File: src/rtl/pipe_stage_buf.sv
// Two-entry skid buffer pipeline stage with registered ready/valid on both sides.
// Optional bubble statistics counter enabled by defining PIPE_STAGE_BUF_STAT_EN.
//
// state | meaning
// EMPTY | no entry held, dn_data shows NOP_VAL
// ONE   | main holds the entry offered downstream
// FULL  | main and skid both hold entries, upstream stalled
module pipe_stage_buf #(
  parameter int unsigned       DATA_W  = 32,
  parameter logic [DATA_W-1:0] NOP_VAL = '0,
  parameter int unsigned       CNT_W   = 16
) (
  input  logic              clk,
  input  logic              rst,
  input  logic              flush,
  input  logic              up_valid,
  output logic              up_ready,
  input  logic [DATA_W-1:0] up_data,
  output logic              dn_valid,
  input  logic              dn_ready,
  output logic [DATA_W-1:0] dn_data,
  output logic [CNT_W-1:0]  stat_bubbles
);

  typedef enum logic [1:0] {
    EMPTY = 2'd0,
    ONE   = 2'd1,
    FULL  = 2'd2
  } state_t;

  state_t            state;
  logic [DATA_W-1:0] main_reg;
  logic [DATA_W-1:0] skid_reg;
  logic              up_ready_reg;
  logic              dn_valid_reg;

  // Handshake outputs are registered alongside the state, so up_ready never sees dn_ready.
  always_ff @(posedge clk) begin
    if (rst || flush) begin
      state        <= EMPTY;
      main_reg     <= NOP_VAL;
      skid_reg     <= NOP_VAL;
      up_ready_reg <= 1'b1;
      dn_valid_reg <= 1'b0;
    end else begin
      case (state)
        EMPTY: begin
          if (up_valid) begin
            main_reg     <= up_data;
            state        <= ONE;
            dn_valid_reg <= 1'b1;
          end
        end
        ONE: begin
          if (up_valid && dn_ready) begin
            main_reg <= up_data;
          end else if (up_valid) begin
            skid_reg     <= up_data;
            state        <= FULL;
            up_ready_reg <= 1'b0;
          end else if (dn_ready) begin
            main_reg     <= NOP_VAL;
            state        <= EMPTY;
            dn_valid_reg <= 1'b0;
          end
        end
        FULL: begin
          if (dn_ready) begin
            main_reg     <= skid_reg;
            skid_reg     <= NOP_VAL;
            state        <= ONE;
            up_ready_reg <= 1'b1;
          end
        end
        default: begin
          state        <= EMPTY;
          main_reg     <= NOP_VAL;
          skid_reg     <= NOP_VAL;
          up_ready_reg <= 1'b1;
          dn_valid_reg <= 1'b0;
        end
      endcase
    end
  end

  assign up_ready = up_ready_reg;
  assign dn_valid = dn_valid_reg;
  assign dn_data  = dn_valid_reg ? main_reg : NOP_VAL;

`ifdef PIPE_STAGE_BUF_STAT_EN
  logic [CNT_W-1:0] bubbles;

  // Survives flush on purpose; only rst clears the statistics.
  always_ff @(posedge clk) begin
    if (rst) begin
      bubbles <= '0;
    end else if (dn_ready && !dn_valid_reg && (bubbles != '1)) begin
      bubbles <= bubbles + 1'b1;
    end
  end

  assign stat_bubbles = bubbles;
`else
  assign stat_bubbles = '0;
`endif

endmodule

File: config.mk
export PLATFORM = sky130hd
export DESIGN_NAME = pipe_stage_buf
export DESIGN_NICKNAME = d
export VERILOG_FILES = /design/src/rtl/pipe_stage_buf.sv
export SDC_FILE = /design/constraint.sdc
export NUM_CORES = 1
export LEC_CHECK = 0
export CORE_UTILIZATION = 55
export CTS_BUF_LIST = sky130_fd_sc_hd__clkbuf_16
export CTS_CLUSTER_DIAMETER = 150
export DETAILED_ROUTE_END_ITERATION = 16
export DONT_BUFFER_PORTS = 1
export PLACE_DENSITY = 0.78
export SLEW_MARGIN = 30
export SYNTH_ARGS = -nofsm -noshare
export SYNTH_HDL_FRONTEND = slang
export SYNTH_SLANG_ARGS = --single-unit
File: constraint.sdc
create_clock -name clk -period 1.9 [get_ports clk]
set_input_delay 0.19 -clock clk [delete_from_list [all_inputs] [get_ports clk]]
set_output_delay 0.19 -clock clk [all_outputs]
set_load 0.03 [all_outputs]
Yosys cells after proc, flatten, opt, wreduce, memory -nomap -nowiden
Index checks and enable logic that the tools add are counted. Widths: inputs -> output; s select.

Bits in registers: 68. Input bits: 37. Output and inout bits: 50. Word-level logic and storage cells: 49.

Eq/ne operators: 11. Mux-type cells: 24. Bitwise gates (word level): 2. Reduce and logical (&&, ||, !) cells: 7.

Operators with widths (count): $mux 32 (7); $pmux 32 s3 (2); $ne 2x2->1 const B (6); $reduce_and 4->1 (3); $mux 2 (5); $ne 3x3->1 const B (3); $mux 1 (7); $pmux 1 s3 (2); $pmux 2 s3 (1); $reduce_and 5->1 (1); $eq 2x1->1 const B (1); $eq 2x2->1 const B (1); $logic_not 2->1 (1); $not 1->1 (2); $logic_and 1x1->1 (1); $logic_or 1x1->1 (1).

Longest topological paths before layout
Gate-level depths: netlist of the first run.

Word-level depth: 4. Mapped depth: 6. Mapped depth without buffers: 3.

Worst setup path before layout of the first run
No wires, ideal clock.

Kind: register to register. Start: reg state[0]. End: reg main_reg[0]. Setup time: 59 ps. Arrival time: 1336 ps. Data required time: 1841 ps. Slack: 505 ps. Stages on the path, launching flop included: 5. Path buffers: 1. Period minus slack after synthesis: 1395 ps. Cells stage by stage: dfxtp_1 > mux2_4 > a211oi_4 > buf_6 > a221o_1.

Word-level cells in the longest chain between the ends: 3. Elaborated cells on any way between the ends: 9. Those cells by class: 6 x eq/ne; 1 x mux; 2 x reduce/logical.

RTL lines: start: declaration (line 31) `state_t state;`; start signal: assignment (line 40) `state <= EMPTY;`; start signal: assignment (line 50) `state <= ONE;`; start signal: assignment (line 59) `state <= FULL;`; $eq 2x1->1, or another cell as far along (line 46) `case (state)`; $ne 3x3->1 (no line) or $ne 2x2->1 (tied branches); $reduce_and 4->1 (no line); end signal: assignment (line 49) `main_reg <= up_data;`; end signal: assignment (line 56) `main_reg <= up_data;`; end signal: assignment (line 69) `main_reg <= skid_reg;`; end: declaration (line 32) `logic [DATA_W-1:0] main_reg;`.

Parallel ways exist; a longest one is shown, timed or not. A chain may end at the register's enable or synchronous reset.

Worst setup path in the final report of the first run
Start: reg state[0]. End: reg main_reg[13].

Same word-level chain as after synthesis.

==> metrics.yaml, run 1 <==
status: "completed"
dpl.hpwl_mm: 4.924
clk_pin_slew_ps: 50
fin_cells: 489
clock_latency_ps: 330
finalCritPeriodShare_pct: 92.80
place_congestion: 0.7234
synth_top_family_by_area: "simple AND/OR/NAND/NOR gates"
required_ps: 2170
synth.avg_cell_area_um2: 8.384
slew_viol_final: 0
start_kind: "register"
area_growth_pct: 17.52
dp_slack_ps: -128.6
start_util_pct: 58.11
overflow: 0
dpl_cell_area_um2: 3301
clockRootBuffer: "clkbuf_16"
hold_slack_ps: 2.091
ant_nets: 0
synthCells: 391
relSlewSlack_pct: 40.78
ys_ff_latch: 68
cp-startpoint: "state[0]"
yosys.area_share.simple_pct: 27.44
grt_setup_unrepaired: "no"
crit_arrival_ps: 2030
cpPeakStageDelay_ps: 740
port_buffers: 0
finalCriticalPeriod_ps: 1763
synth-xor-area-share_pct: 0
synth_compound_area_share_pct: 18.44
fp.dieW_um: 79.20
drc: 0
endpoint_kind: "register"
clock-sinks: 68
pwr_density_cell_nw_per_um2: 839.6
coreArea_um2: 5642
cts_made_buffers: 9
dieHeight_um: 79.20
synth_area_leaders: "dfxtp_1 42%, a221o_1 9.8%, nand2_1 7.4%"
synth_most_common_cell: "dfxtp_1"
grt_pass1_vias: 2745
antenna_found_initial: 0
first_pass_iters: 5
via_per_inst: 6.200
synthArstFlopShare_pct: 0
synth_fa_ha_area_share_pct: 0
netlist.top_cell.by_area: "dfxtp_1"
path_class: "register to register"
row_count: 27
grt_start_max_net_pins: 43
hold_path.class: "primary input to register"
finish.instance_area_um2: 3852
finalWorstSetupSlack_ps: 136.8
dominantRegCellSynth: "dfxtp_1"
leakagePower_nw: 1.287
total_power_mw: 3.234
nFillCells: 441
syn_area_um2: 3278
r2r_start: "state[0]"
slowest_stage: "a211oi_2"
ys_top_cells_by_count: "68 x dfxtp_1, 65 x nand2_1, 33 x a31oi_1"
synth_edf_count: 0
cts_tree: "yes"
clock_path_buffers: 2
grt_pass1_wl_mm: 13.41
ios: 87
fmax_mhz: 567.1
worst_pin_slew_ps: 886.7
worst_hold_startpoint: "up_data[15]"
synth_cell_type_count: 33
ys_warn_count: 0
ir_worst_vdd_mv: 0.6630
wl_mm: 8.381
synthMuxAreaShare_pct: 0.7634
finalSetupViolCount: 0
cp_max_fo: 10
nets: 450
die_area_um2: 6273
seq_area_frac_synth_pct: 41.53
finalHoldViolations: 0
routedWlPerCell_um: 17.14
tns_ps: 0
dr_total_vias: 3032
maxCapViolCount: 0
dr.first_iter.drc_count: 282
path_cells: "mux2_4, a211oi_2, a221o_1"
grt.total_usage_pct: 27.62
synth_top_area_share_pct: 41.53
final_util_pct: 68.29
htreeDepth: 3
finClkSkew_ps: 3.987
n_antenna_cell: 0
dp_cells: 445
drive_gt1_share_pct: 11.27
[per-layer routing]
metal / vias to the layer above / share of wire (%) / GRT usage [%] / wire, um
met2: 160 / 48 / 44.22 / 3988
met4: 0 / 2.1 / 9.273 / 173
li1: 1425 / - / - / -
met1: 1425 / 41 / 35.41 / 3456
met3: 22 / 9.1 / 8.046 / 763
met5: - / 0 / 0 / 0
[final timing paths]
| path | to | depth (start not counted) | slack [ps] |
|---|---|---|---|
| setup / recovery | main_reg[13] | 3 | 140 |
| hold / removal | main_reg[15] | 1 | 2 |
| setup reg to reg | main_reg[13] | 3 | 140 |
| hold reg to reg | main_reg[25] | 1 | 480 |
[where the power goes]
group          total [mW]  switching, mW  internal [mW]
clock                1.46          0.601          0.862
sequential           1.48         0.0179           1.46
combinational       0.297          0.191          0.106
[cells in the final DEF (no fill, tap or decap)]
cell,netlist,layout
a221o_1,32,32
dfxtp_1,68,67
o21ai_1,1,1
conb_1,1,16
a211oi_2,1,1
nor4bb_4,0,1
o21bai_1,1,1
dlygate4sd3_1,0,25
inv_2,1,1
and2_1,32,32
buf_4,16,22
mux2_4,1,1
a211oi_4,1,2
clkinv_2,0,3
nor2_1,2,2
clkbuf_16,0,9
a31oi_1,33,33
a21o_1,1,1
nand3_1,32,32
a21oi_1,2,2
nor4b_1,14,14
or2_2,0,1
clkinvlp_4,0,2
nor4_1,19,19
dfxtp_2,0,1
nor2_2,1,1
nand2_1,65,65
mux2i_1,1,1
nor2b_1,1,1
nor3_1,1,1
o211ai_1,1,1
buf_6,4,2
nand2b_1,2,2
inv_1,20,21
o21a_1,1,1
[worst max-delay path: cells and delay by family (launching register included)]
kind / cells / cell delay [ps]
compound gates: 2 / 1010
flops: 1 / 360
mux: 1 / 340
[cells by family (layout without fill, tap and decap cells)]
logic type,count (synthesis),in the layout
AOI/OAI and AO/OA,74,75
buffers and inverters,75,85
DFF,68,68
muxes,2,2
other,1,16
and+or+nand+nor,171,171
[layout make-up]
class	instances	area [um2]	area share, %
Multi-Input combinational cell	264	1624	42.16
Clock buffer	9	225.2	5.846
Tap cell	72	90.09	2.338
Sequential cell	68	1363	35.37
Inverter	21	78.83	2.046
Timing Repair Buffer	49	437.9	11.37
Clock inverter	6	33.78	0.8769
[repair_timing]
action | CTS | global route
pin swaps | 1 | 1
gates resized for setup | 0 | 1
hold buffers | 22 | 3
hold endpoints to repair | 21 | 3
endpoints found under the setup margin | 12 | 4
buffers inserted | 0 | 2
cloned | 1 | 0
Power figures use the tool's default switching activity.
==> run 2, diff against run 1 <==
--- a/config.mk
+++ b/config.mk
@@ -5,6 +5,8 @@
 export SDC_FILE = /design/constraint.sdc
 export NUM_CORES = 1
 export LEC_CHECK = 0
+export CORE_ASPECT_RATIO = 1.4
+export CORE_MARGIN = 2
 export CORE_UTILIZATION = 55
 export CTS_BUF_LIST = sky130_fd_sc_hd__clkbuf_16
 export CTS_CLUSTER_DIAMETER = 150
==> run 2 against run 1 <==
Effect of this change:
- critical path depth shrank 1
- die area grew 5.3%
- clock power grew 8%
- cell area shrank 0.91%
- final cell count shrank 2.0%
- clock skew is essentially flat
- power grew 3.2%
- sequential share of layout area grew 0.32 points
- global-route usage shrank 2.7 points
- clock-buffer cell count is the same
- register-to-register slack gained 190 ps
==> metrics.yaml, run 2 (synthesis gave the netlist of run 1 again) <==
worst_pin_slew_ps: 536.1  # -350.6 ps
endpoint_kind: "output pin"
clockRootBuffer: "clkbuf_16"
clk_pin_slew_ps: 50  # about the same
final_common_cell: "dfxtp_1"
critPathTopFamily: "flip-flops"
grt_pass1_vias: 2816  # +2.6%
required_ps: 1710  # -460 ps
ios: 87  # unchanged
nets: 442  # -1.8%
start_kind: "register"
drive_gt1_share_pct: 10.27  # -1.0 points
relSlewSlack_pct: 64.26  # +23 points
area_growth_pct: 16.45
finalHoldViolations: 0  # unchanged
overflow: 0  # unchanged
dr.first_iter.drc_count: 299  # +6.0%
row_count: 33  # +22%
via_per_inst: 6.138  # -1.0%
drc: 0  # unchanged
r2r_start: "state[0]"
total_power_mw: 3.338  # +3.2%
leakagePower_nw: 1.271  # -1.3%
regArea_um2: 1363  # unchanged
cp_max_fo: 25  # +15
finClkSkew_ps: 4.299  # +0.3118 ps
final_cell_mix: "67 x dfxtp_1, 65 x nand2_1, 33 x a31oi_1"
hold_path.class: "primary input to register"
dp_cells: 438  # -1.6%
grt_setup_unrepaired: "no"
grt_start_max_net_pins: 51  # +19%
path_cells: "buf_12, and2_1"
grt_pass1_wl_mm: 13.26  # -1.1%
fin_cells: 479  # -2.0%
place_congestion: 0.7355  # +1.7%
slew_viol_final: 0  # unchanged
slowest_stage: "dfxtp_1"
cts_made_buffers: 9  # unchanged
routedWlPerCell_um: 16.79  # -2.1%
start_util_pct: 56.31  # -1.8 points
clock_latency_ps: 330  # about the same
reg2reg_depth: 5  # +2
worst_hold_startpoint: "up_data[5]"
cpPeakStageDelay_ps: 520  # -220 ps
rr_endpoint: "skid_reg[0]"
nFillCells: 481  # +9.1%
coreArea_um2: 5822  # +3.2%
dpl.hpwl_mm: 4.947  # +0.47%
fp.dieW_um: 69.25  # -13%
dr_total_vias: 2940  # -3.0%
first_pass_iters: 5  # unchanged
hold_slack_ps: 4.922  # +2.831 ps
whs_endpoint: "main_reg[5]"
fmax_mhz: 620.9  # +9.5%
ant_nets: 0  # unchanged
status: "completed"
antenna_found_initial: 0  # unchanged
pwr_density_cell_nw_per_um2: 874.5  # +4.2%
tns_ps: 0  # unchanged
grt.total_usage_pct: 24.90  # -2.7 points
final_util_pct: 65.57  # -2.7 points
dieHeight_um: 95.35  # +20%
port_buffers: 0  # unchanged
path_class: "register to output pin"
multi_input_area_um2: 1612  # -0.77%
crit_arrival_ps: 1420  # -610 ps
finalCritPeriodShare_pct: 84.77  # -8.0 points
wl_mm: 8.041  # -4.1%
finalSetupViolCount: 0  # unchanged
n_antenna_cell: 0  # unchanged
cts_resized: 0  # unchanged
ir_worst_vdd_mv: 0.5409  # -18%
cts_tree: "yes"
clock-sinks: 68  # unchanged
finalCriticalPeriod_ps: 1611  # -152.6 ps
clock_path_buffers: 2  # unchanged
die_area_um2: 6603  # +5.3%
holdPathStages: 1  # unchanged
maxCapViolCount: 0  # unchanged
rrSetupSlack_ps: 330  # +190 ps
htreeDepth: 3  # unchanged
crit_buf_inv: 1  # +1
[run 2: timing repair]
| action | in CTS | in global routing |
|---|---|---|
| endpoints found under the hold margin | 21 | 0 |
| buffers inserted | 2 | 2 |
| setup endpoints to repair | 14 | 14 |
| pin swaps | 1 | 1 |
| hold buffers | 22 | 0 |
[run 2: per-stage QoR]
stage / instance area [um2] / setup slack, ps
floorplan: 3334 / 504.8
global placement: 3286 / -26.39
detailed placement: 3286 / -76.90
CTS: 3802 / 53.59
global route: 3817 / 162.9
finish: 3817 / 289.4
[run 2: how the worst max path moves through the flow]
stage	start	endpoint	cells after the start
finish	dn_valid	dn_data[10]	2
global route	state[0]	skid_reg[11]	5
CTS	state[0]	main_reg[13]	4
detailed placement	state[0]	main_reg[8]	4
global placement	state[0]	main_reg[14]	4
floorplan	state[0]	main_reg[0]	4
[run 2: routing by layer]
layer  routed length (um)  global-route usage (%)
met5                    0                       0
met2                 4131                   43.59
met4                  119                   10.29
met3                  543                   5.391
met1                 3247                   29.69
[run 2: final cells by class]
cell class,instances,share of cell area (%)
clock buffer,9,5.900
clock inverter,6,1.475
inverter,21,2.065
multi-input combinational,263,42.22
sequential,68,35.69
tap,70,2.294
timing repair buffer,42,10.36
[run 2: where the power goes]
part,switching (mW),total (mW),internal [mW]
combinational,0.184,0.286,0.101
sequential,0.0203,1.48,1.46
clock,0.580,1.57,0.994
==> run 3, diff against run 2 <==
--- a/config.mk
+++ b/config.mk
@@ -5,6 +5,7 @@
 export SDC_FILE = /design/constraint.sdc
 export NUM_CORES = 1
 export LEC_CHECK = 0
+export ABC_AREA = 1
 export CORE_ASPECT_RATIO = 1.4
 export CORE_MARGIN = 2
 export CORE_UTILIZATION = 55
==> constraint.sdc (replaced) <==
create_clock -name clk -period 1.54 [get_ports clk]
set_input_delay 0.154 -clock clk [delete_from_list [all_inputs] [get_ports clk]]
set_output_delay 0.154 -clock clk [all_outputs]
set_load 0.03 [all_outputs]
==> run 3 against run 2 <==
Effect of this change:
- clock-buffer cell count is the same
- sequential share of layout area shrank 4.7 points
- final cell count grew 49%
- critical endpoint is now main_reg[5]
- largest cell class unchanged
==> metrics.yaml, run 3 <==
status: "completed"
dr.first_iter.drc_count: 337  # +13%
ys_ff_latch: 68  # unchanged
crit_arrival_ps: 1700  # +280 ps
rr_endpoint: "main_reg[5]"
grt_pass1_wl_mm: 15.68  # +18%
hold_path.class: "primary input to register"
finish.instance_area_um2: 4394  # +15%
whs_endpoint: "state[0]"
grt_start_max_net_pins: 47  # -7.8%
finalWorstSetupSlack_ps: 94.54  # -194.9 ps
netlist.top_cell.by_area: "dfxtp_1"
dr_total_vias: 3706  # +26%
ys_warn_count: 0  # unchanged
dpl_cell_area_um2: 3714  # +13%
reg2reg_depth: 8  # +3
grt_setup_unrepaired: "no"
worst_hold_startpoint: "flush"
wl_mm: 9.349  # +16%
path_class: "register to register"
pwr_density_cell_nw_per_um2: 1029  # +18%
cp_max_fo: 23  # -8.0%
finalCritPeriodShare_pct: 93.86
clk_pin_slew_ps: 60  # about the same
port_buffers: 0  # unchanged
row_count: 35  # +6.1%
holdPathStages: 3  # +2
n_antenna_cell: 0  # unchanged
dp_slack_ps: 78.04  # +154.9 ps
clock_path_buffers: 2  # unchanged
cts_tree: "yes"
dp_cells: 662  # +51%
final_cell_mix: "265 x nand2_1, 71 x inv_1, 66 x dfxtp_1"
multi_input_area_um2: 1788  # +11%
syn_area_um2: 3633  # +11%
synth.avg_cell_area_um2: 6.006  # -28%
nets: 672  # +52%
synth_cell_type_count: 17  # -48%
finalHoldViolations: 0  # unchanged
fp.dieW_um: 72.70  # +5.0%
seq_area_frac_synth_pct: 37.47  # -4.1 points
ys_top_cells_by_count: "265 x nand2_1, 69 x inv_1, 68 x dfxtp_1"
routedWlPerCell_um: 13.09  # -22%
die_area_um2: 7282  # +10%
leakagePower_nw: 2.120  # +67%
synth_area_leaders: "dfxtp_1 37%, nand2_1 27%, a21oi_1 9.0%"
tns_ps: 0  # unchanged
finalCriticalPeriod_ps: 1445
place_congestion: 0.7718  # +4.9%
final_common_cell: "nand2_1"
maxCapViolCount: 0  # unchanged
fmax_mhz: 691.8
synthCells: 605  # +55%
synth_edf_count: 0  # unchanged
first_pass_iters: 5  # unchanged
ir_worst_vdd_mv: 0.7564  # +40%
rrSetupSlack_ps: 90  # -240 ps
cts_setup_buffers: 0  # -2
start_util_pct: 56.06  # -0.25 points
synth_most_common_cell: "nand2_1"
clockRootBuffer: "clkbuf_16"
slew_viol_final: 0  # unchanged
grt_pass1_vias: 3444  # +22%
finClkSkew_ps: 4.933  # +0.6339 ps
antenna_found_initial: 0  # unchanged
grt.total_usage_pct: 27.03  # +2.1 points
clock-sinks: 68  # unchanged
area_growth_pct: 20.94
dpl.hpwl_mm: 5.764  # +17%
ant_nets: 0  # unchanged
endpoint_kind: "register"
r2r_start: "state[0]"
fin_cells: 714  # +49%
coreArea_um2: 6481  # +11%
required_ps: 1790  # +80 ps
clock_latency_ps: 330  # about the same
drc: 0  # unchanged
start_kind: "register"
nFillCells: 565  # +17%
ios: 87  # unchanged
regArea_um2: 1364  # about the same
cts_made_buffers: 9  # unchanged
synth_top_area_share_pct: 37.47  # -4.1 points
overflow: 0  # unchanged
dieHeight_um: 100.2  # +5.1%
htreeDepth: 3  # unchanged
hold_slack_ps: 56.50  # +51.58 ps
dominantRegCellSynth: "dfxtp_1"
synthArstFlopShare_pct: 0  # unchanged
drive_gt1_share_pct: 7.031  # -3.2 points
finalSetupViolCount: 0  # unchanged
via_per_inst: 5.190  # -15%
-- run 3: cell types whose count changed after synthesis, sizes merged, moves of 7 or more --
cell and delta:
a221o -32, a31oi -32, nor4 -19, inv +49, nand3 +7, nor2 +38
nor4b -14, nand2 +200, and2 -32, a21oi +63
-- run 3: area by class of cell --
| class | count | area share (%) |
|---|---|---|
| clock buffer | 9 | 5.125 |
| sequential | 68 | 31.04 |
| inverter | 70 | 5.980 |
| multi-input combinational | 430 | 40.69 |
| tap | 74 | 2.107 |
| clock inverter | 7 | 1.936 |
| timing repair buffer | 56 | 13.13 |
-- run 3: per-stage QoR --
| step | util, % | total power [mW] |
|---|---|---|
| floorplan | - | 2.251 |
| global placement | 57.30 | 2.325 |
| detailed placement | 57.30 | 2.338 |
| CTS | 67.64 | 4.529 |
| global route | 67.80 | 4.686 |
| finish | 67.80 | 4.521 |
-- run 3: logic make-up (layout without fill, tap and decap cells) --
logic type	Yosys count	after routing	share of synthesized area [%]
buffers and inverters	122	142	15.01
other	1	16	0.1032
and+or+nand+nor	345	345	37.88
DFF	68	68	37.47
AOI/OAI and AO/OA	69	69	9.539
-- run 3: worst max-delay path by stage --
stage	startpoint	to	slack [ps]
2_1_floorplan	dn_valid	dn_data[24]	140
3_3_place_gp	state[1]	skid_reg[15]	180
3_5_place_dp	state[1]	skid_reg[14]	80
4_1_cts	state[1]	skid_reg[14]	60
5_1_grt	state[0]	main_reg[1]	20
6_report	state[0]	main_reg[5]	90
-- run 3: power by group --
group / leakage (nW) / total (mW) / switching [mW] / internal, mW
combinational: 1.41 / 0.560 / 0.350 / 0.211
clock: 0.163 / 2.14 / 0.737 / 1.40
sequential: 0.552 / 1.83 / 0.0241 / 1.80
-- run 3: critical path: stages, from the launching register on --
cell and delay (ps):
dfxtp_1 330, buf_4 160, nor2_2 60, nand2_1 120, nand2_1 100, nor2_2 170, buf_12 190, nand2_1 80
a21oi_1 160
-- run 3: timing repair --
action,CTS,global route
resized for setup,0,3
setup endpoints to repair,0,25
hold buffers,36,0
endpoints found under the hold margin,34,0
-- run 3: routing by layer --
| layer | vias to the layer above | GRT usage, % | part of all wire (%) |
|---|---|---|---|
| li1 | 1858 | - | - |
| met1 | 1671 | 32.26 | 41 |
| met2 | 152 | 45.87 | 51 |
| met3 | 25 | 6.627 | 6.3 |
| met4 | 0 | 10.97 | 2.4 |
| met5 | - | 0 | 0 |
